### src/rtl/cordic_pkg.sv
// rtl/cordic_pkg.sv - shared types and default widths for the CORDIC scheduler
//
// Purpose: scheduler FSM state encoding and default parameter values.
// Ports:   none (package).
package cordic_pkg;

  typedef enum logic [1:0] {
    ST_IDLE  = 2'd0,
    ST_ISSUE = 2'd1,
    ST_WAIT  = 2'd2,
    ST_RESP  = 2'd3
  } state_t;

  localparam int DEF_NUM_REQ         = 4;
  localparam int DEF_DATA_WIDTH      = 16;
  localparam int DEF_ITERATION_WIDTH = 4;
  localparam int DEF_TIMEOUT_CYCLES  = 64;

endpackage

### src/rtl/rr_arbiter.sv
// rtl/rr_arbiter.sv - combinational round-robin arbiter
//
// Purpose: picks the first active request at or after last_id+1 (wrapping).
// Ports:
//   req      in   NUM_REQ   request vector
//   last_id  in   ID_WIDTH  index of the most recently served requester
//   gnt      out  NUM_REQ   one-hot winner (all zero when no request)
//   id       out  ID_WIDTH  encoded winner
//   any      out  1         at least one request active
module rr_arbiter
  import cordic_pkg::*;
#(
  parameter int NUM_REQ  = DEF_NUM_REQ,
  parameter int ID_WIDTH = $clog2(NUM_REQ)
) (
  input  logic [NUM_REQ-1:0]  req,
  input  logic [ID_WIDTH-1:0] last_id,
  output logic [NUM_REQ-1:0]  gnt,
  output logic [ID_WIDTH-1:0] id,
  output logic                any
);

  logic [ID_WIDTH-1:0] idx;

  // Scan starts one past the last winner, so last_id itself is checked last.
  always_comb begin
    gnt = '0;
    id  = '0;
    any = 1'b0;
    idx = '0;
    for (int k = 1; k <= NUM_REQ; k++) begin
      idx = ID_WIDTH'((int'(last_id) + k) % NUM_REQ);
      if (!any && req[idx]) begin
        any      = 1'b1;
        gnt[idx] = 1'b1;
        id       = idx;
      end
    end
  end

endmodule

### src/rtl/cordic_scheduler.sv
// rtl/cordic_scheduler.sv - round-robin scheduler sharing one CORDIC vectoring core
//
// Purpose: arbitrates NUM_REQ requesters onto a single CORDIC core, launches
// one job at a time and returns the angle result with a valid/ready handshake.
// Optional feature: define CORDIC_SCHED_TIMEOUT_EN for a WAIT watchdog that
// forces an error response after TIMEOUT_CYCLES.
// Ports:
//   clk, rst                  clock, asynchronous active-low reset
//   req                       per-requester request level
//   req_x, req_y              packed operands, slice i for requester i
//   cfg_n                     iteration count forwarded to the core
//   gnt                       one-hot grant pulse
//   core_start/x/y/n          core launch interface
//   core_done, core_z         core idle/done level and angle result
//   res_valid/id/z/err        result, held until res_ready
//   res_ready                 result accept
module cordic_scheduler
  import cordic_pkg::*;
#(
  parameter int NUM_REQ         = DEF_NUM_REQ,
  parameter int DATA_WIDTH      = DEF_DATA_WIDTH,
  parameter int ITERATION_WIDTH = DEF_ITERATION_WIDTH,
  parameter int TIMEOUT_CYCLES  = DEF_TIMEOUT_CYCLES
) (
  input  logic                          clk,
  input  logic                          rst,
  input  logic [NUM_REQ-1:0]            req,
  input  logic [NUM_REQ*DATA_WIDTH-1:0] req_x,
  input  logic [NUM_REQ*DATA_WIDTH-1:0] req_y,
  input  logic [ITERATION_WIDTH-1:0]    cfg_n,
  output logic [NUM_REQ-1:0]            gnt,
  output logic                          core_start,
  output logic [DATA_WIDTH-1:0]         core_x,
  output logic [DATA_WIDTH-1:0]         core_y,
  output logic [ITERATION_WIDTH-1:0]    core_n,
  input  logic                          core_done,
  input  logic [DATA_WIDTH-1:0]         core_z,
  output logic                          res_valid,
  output logic [$clog2(NUM_REQ)-1:0]    res_id,
  output logic [DATA_WIDTH-1:0]         res_z,
  output logic                          res_err,
  input  logic                          res_ready
);

  localparam int IDW = $clog2(NUM_REQ);

  if (NUM_REQ < 2 || NUM_REQ > 8 || TIMEOUT_CYCLES < 1) begin : g_param_check
    $error("cordic_scheduler: NUM_REQ must be 2..8 and TIMEOUT_CYCLES >= 1");
  end

  state_t              state;
  logic [IDW-1:0]      last_id;
  logic                wait_first;
  logic [NUM_REQ-1:0]  arb_gnt;
  logic [IDW-1:0]      arb_id;
  logic                arb_any;
  logic [DATA_WIDTH-1:0] sel_x;
  logic [DATA_WIDTH-1:0] sel_y;

  rr_arbiter #(
    .NUM_REQ (NUM_REQ),
    .ID_WIDTH(IDW)
  ) u_arb (
    .req    (req),
    .last_id(last_id),
    .gnt    (arb_gnt),
    .id     (arb_id),
    .any    (arb_any)
  );

  always_comb begin
    sel_x = '0;
    sel_y = '0;
    for (int i = 0; i < NUM_REQ; i++) begin
      if (arb_gnt[i]) begin
        sel_x = req_x[i*DATA_WIDTH +: DATA_WIDTH];
        sel_y = req_y[i*DATA_WIDTH +: DATA_WIDTH];
      end
    end
  end

`ifdef CORDIC_SCHED_TIMEOUT_EN
  localparam int TMO_W = $clog2(TIMEOUT_CYCLES + 1);
  logic [TMO_W-1:0] tmo_cnt;
`else
  assign res_err = 1'b0;
`endif

  always_ff @(posedge clk or negedge rst) begin
    if (!rst) begin
      state      <= ST_IDLE;
      gnt        <= '0;
      core_start <= 1'b0;
      core_x     <= '0;
      core_y     <= '0;
      core_n     <= '0;
      res_valid  <= 1'b0;
      res_id     <= '0;
      res_z      <= '0;
      last_id    <= IDW'(NUM_REQ - 1);
      wait_first <= 1'b0;
`ifdef CORDIC_SCHED_TIMEOUT_EN
      res_err    <= 1'b0;
      tmo_cnt    <= '0;
`endif
    end else begin
      gnt        <= '0;
      core_start <= 1'b0;
      case (state)
        ST_IDLE: begin
          // Launch only when the core reports idle; res_id doubles as the
          // record of the job in flight.
          if (arb_any && core_done) begin
            gnt        <= arb_gnt;
            core_x     <= sel_x;
            core_y     <= sel_y;
            core_n     <= cfg_n;
            res_id     <= arb_id;
            core_start <= 1'b1;
            state      <= ST_ISSUE;
`ifdef CORDIC_SCHED_TIMEOUT_EN
            res_err    <= 1'b0;
`endif
          end
        end
        ST_ISSUE: begin
          wait_first <= 1'b1;
          state      <= ST_WAIT;
`ifdef CORDIC_SCHED_TIMEOUT_EN
          tmo_cnt    <= '0;
`endif
        end
        ST_WAIT: begin
          wait_first <= 1'b0;
          // The core may still show the previous done level in the cycle
          // right after start, so that cycle is not trusted.
          if (!wait_first && core_done) begin
            res_z     <= core_z;
            res_valid <= 1'b1;
            state     <= ST_RESP;
          end
`ifdef CORDIC_SCHED_TIMEOUT_EN
          else if (tmo_cnt == TMO_W'(TIMEOUT_CYCLES - 1)) begin
            res_z     <= '0;
            res_err   <= 1'b1;
            res_valid <= 1'b1;
            state     <= ST_RESP;
          end else begin
            tmo_cnt <= tmo_cnt + 1'b1;
          end
`endif
        end
        ST_RESP: begin
          if (res_ready) begin
            res_valid <= 1'b0;
            last_id   <= res_id;
            state     <= ST_IDLE;
          end
        end
        default: state <= ST_IDLE;
      endcase
    end
  end

endmodule

### config.mk
export PLATFORM = sky130hd
export DESIGN_NAME = cordic_scheduler
export DESIGN_NICKNAME = d
export VERILOG_FILES = /design/src/rtl/cordic_pkg.sv /design/src/rtl/rr_arbiter.sv /design/src/rtl/cordic_scheduler.sv
export SDC_FILE = /design/constraint.sdc
export NUM_CORES = 1
export LEC_CHECK = 0
export ABC_AREA = 0
export BUFFER_PORTS_ARGS = -buffer_cell sky130_fd_sc_hd__buf_4
export CORE_MARGIN = 2
export CORE_UTILIZATION = 48
export DETAILED_ROUTE_END_ITERATION = 10
export MAX_ROUTING_LAYER = met4
export PLACE_DENSITY = 0.88
export SYNTH_ARGS = -nofsm -noshare
export SYNTH_HDL_FRONTEND = slang
export SYNTH_SLANG_ARGS = --single-unit
### constraint.sdc
create_clock -name clk -period 9.4 [get_ports clk]
set_input_delay 1.41 -clock clk [delete_from_list [all_inputs] [get_ports clk]]
set_output_delay 1.41 -clock clk [all_outputs]
set_load 0.005 [all_outputs]
==> metrics.csv <==
stage,metric,value,unit
sta,total negative slack,0,ns
sta,minimum clock period,4.16,ns
yosys,largest family of logic cells by synthesized area,compound AO/OA/AOI/OAI gates,
pwr,clock network power share,13.4,%
pwr,Combinational Power Share,58.7,%
yosys,Post-synth ARST share,100,%
floorplan,Die W,93.8,µm
sta,worst slew pin tran,1.10,ns
placement,Final GP Congestion,0.801,
yosys,"Seq/Total Area, Yosys",42.1,%
global_route,Tot GR Track Use,26.9,%
placement,Port Buffers,215,
pwr,Pwr Density,326,mW/mm²
final_layout,area of the multi-input gates,0.00202,mm²
yosys,post-synth net total,488,
route,drt wl/cell,18.7,µm
outcome,status,"finished, final reports clean",
pwr,internal power,0.00106,W
clock_tree,Clock Tree Buf Depth,2,
clock_tree,hold_buf cts,0,
sta,Finish-stage setup viols,0,
sta,clk_skew,0.0125,ns
yosys,Yosys reg bits,65,
sta,RSZ-0062 raised after global routing,no,
final_layout,layout cells sized above 1,63.1,%
yosys,xor/xnor share of the synthesized area,0.226,%
sta,fin. max-slew vios,0,
route,DRT Pass-1 Iters,4,
global_route,pin count of the biggest net entering global routing,66,
yosys,YS warnings,0,
yosys,Synth Cell Area,0.00387,mm²
yosys,Yosys cell types,49,
pwr,Net Sw Power,0.000777,W
yosys,multiplexer area fraction after synthesis,9.95,%
final_layout,area grow syn2layout,45.8,%
final_layout,"commonest non-fill, non-tap cell in the layout",buf_4,
global_route,global-route wire length before repair,17.9,mm
setup_path,CP arrival,4.41,ns
pwr,Final Total Pwr,0.00184,W
yosys,Synth Area in Adders,3.56,%
route,# DRC,0,
final_layout,Layout Nets,691,
final_layout,"commonest non-fill, non-tap cells in the layout","218 x buf_4, 63 x dfrtp_1, 34 x nor2_1",
global_route,grt total ovfl,0,
clock_tree,# H-tree levels,3,
placement,Post-DP HPWL,8.51,mm
sta,"Hold Vio Cnt, Final",0,
yosys,"Top FF cell, synth",dfrtp_1,
floorplan,Core ar.,0.00777,mm²
route,vias per cell,5.61,
clock_tree,CTS tree,done,
clock_tree,CTS root buf,clkbuf_8,
floorplan,Die ar.,0.00880,mm²
final_layout,n_diodes,0,
floorplan,die height,93.8,µm
global_route,vias in the first global route,3565,
route,number of routed nets with antenna violations,0,
pwr,switching part of the total,42.2,%
setup_path,Crit Path Class,reg -> reg,
yosys,number of synthesized flops with an enable pin,0,
pwr,"IR drop worst, VDD",0.277,mV
yosys,Compound-Gate Fraction of Synth Area,22.7,%
yosys,Mapped Avg Cell Area,12.1,µm²
sta,relative slew slack,26.5,%
floorplan,io pins,217,
setup_path,Setup crit end kind,flop,
yosys,Simple-Gate Fraction of Synth Area,15.1,%
clock_tree,clock latency on the worst-skew pair,0.34,ns
sta,period utilization,44.2,%
pwr,Lkg Pwr,2.67,nW
setup_path,startpoint types,flop,
setup_path,CP Data Required Time,9.66,ns
clock_tree,CTS resizes,0,
floorplan,Rows,32,
job,Max Cap Viol,0,
hold_path,worst min path class,reg -> reg,
route,via count,3538,
yosys,synthesized instance count,321,
clock_tree,total CTS buffers,9,
clock_tree,post-CTS setup buffers,0,
pwr,sequential cell fraction of total power,27.9,%
final_layout,Sequential Area,0.00163,mm²
clock_tree,CTS sink count,65,
setup_path,crit path max fanout,46,
clock_tree,"Reg clk slew, reported paths",0.08,ns
sta,Max Freq,0.241,GHz
floorplan,Starting Density,49.8,%
route,1st-iter DRT viols,97,
route,WL final,11.8,mm
global_route,initial antenna violation count,0,
final_layout,filler cell count,582,
==> path summary, 6_finish.rpt <==
check | from | end | slack [ns] | depth (start not counted)
max in group asynchronous | rst | gnt[3] | 7.67 | 1
setup reg to reg | last_id[0] | core_y[8] | 5.24 | 7
hold reg to reg | res_z[8] | res_z[8] | 0.51 | 1
min in group asynchronous | rst | core_x[15] | 1.17 | 1
hold / removal | res_z[8] | res_z[8] | 0.51 | 1
setup / recovery | last_id[0] | core_y[8] | 5.24 | 7
==> per-layer routing <==
metal  track usage (%)  share of wire (%)  vias to the layer above
li1                  -                  -                     1650
met1              31.4                 38                     1734
met2              47.3                 54                      140
met3              4.98                6.7                       14
met4              7.97                1.4                        0
met5                 -                  0                        -
==> stage by stage <==
step           util, %  hold WS, ns  setup slack, ns  std cells  area, µm²
6_report          72.7        0.512             5.24        631       5650
5_1_grt           72.7        0.520             4.98        631       5650
4_1_cts           72.7        0.514             5.21        631       5650
3_5_place_dp      70.0        0.495             4.94        615       5440
3_3_place_gp      70.0        0.489             5.05        615       5440
2_1_floorplan        -        0.497             5.81        321       3870
==> synthesized netlist by cell type (2+ instances only) <==
| master | instances | area (µm²) |
|---|---|---|
| a21oi_1 | 6 | 30.0 |
| ha_1 | 11 | 138 |
| a22o_2 | 2 | 20.0 |
| a221oi_1 | 4 | 35.0 |
| nor2_1 | 34 | 128 |
| clkbuf_8 | 3 | 41.3 |
| clkbuf_4 | 2 | 15.0 |
| nor2b_1 | 2 | 12.5 |
| buf_2 | 5 | 25.0 |
| dfrtp_1 | 63 | 1580 |
| and2_1 | 2 | 12.5 |
| nand2_1 | 7 | 26.3 |
| nor3_2 | 30 | 300 |
| o22ai_1 | 32 | 200 |
| mux2_2 | 25 | 282 |
| inv_1 | 8 | 30.0 |
| nor3_1 | 3 | 15.0 |
| nand3b_1 | 4 | 30.0 |
| clkbuf_1 | 5 | 18.8 |
| a22o_1 | 2 | 17.5 |
| dfstp_2 | 2 | 52.6 |
| a221oi_2 | 30 | 450 |
| o21ai_0 | 2 | 10.0 |
| buf_6 | 9 | 101 |
| a21boi_0 | 2 | 15.0 |
| mux4_2 | 3 | 67.6 |
==> critical path: stages, from the launching register on <==
cell and delay [ns]:
dfstp_2 0.73, inv_1 0.19, ha_1 0.42, mux4_2 0.65
o41a_2 0.81, a21bo_2 0.83, o22ai_1 0.23, nor3_2 0.20
==> power by group through the flow <==
stage / clock, W / sequential (W) / combinational [W]
2_1_floorplan: 0 / 0.000511 / 0.000746
3_3_place_gp: 0 / 0.000510 / 0.00105
3_5_place_dp: 0 / 0.000519 / 0.00109
4_1_cts: 0.000253 / 0.000514 / 0.00109
5_1_grt: 0.000266 / 0.000530 / 0.00118
6_report: 0.000247 / 0.000513 / 0.00108
==> logic make-up (layout without fill, tap and decap cells) <==
kind of cell / Yosys count / in the layout
other: 1 / 1
AOI/OAI and AO/OA: 91 / 91
xor gates and xnor gates: 1 / 1
buffers and inverters: 34 / 242
DFF: 65 / 65
and+or+nand+nor: 88 / 88
muxes: 30 / 30
adders and majority gates: 11 / 11
==> sequential cells by signal, summed over array words and instances, names as in the netlist <==
name	flops
core_n	4
core_start	1
core_x	16
core_y	16
gnt	4
last_id	2
res_id	2
res_valid	1
res_z	16
state	2
wait_first	1
==> cell type report <==
| type | count | share of cell area, % |
|---|---|---|
| clock inverters | 6 | 1.20 |
| clock buffers | 10 | 2.44 |
| well taps | 102 | 2.26 |
| multi-input cells | 222 | 35.7 |
| inverters | 8 | 0.532 |
| flip-flops and latches | 65 | 28.9 |
| repair buffers | 218 | 29.0 |
No activity file was read; power rests on OpenSTA's default activity.
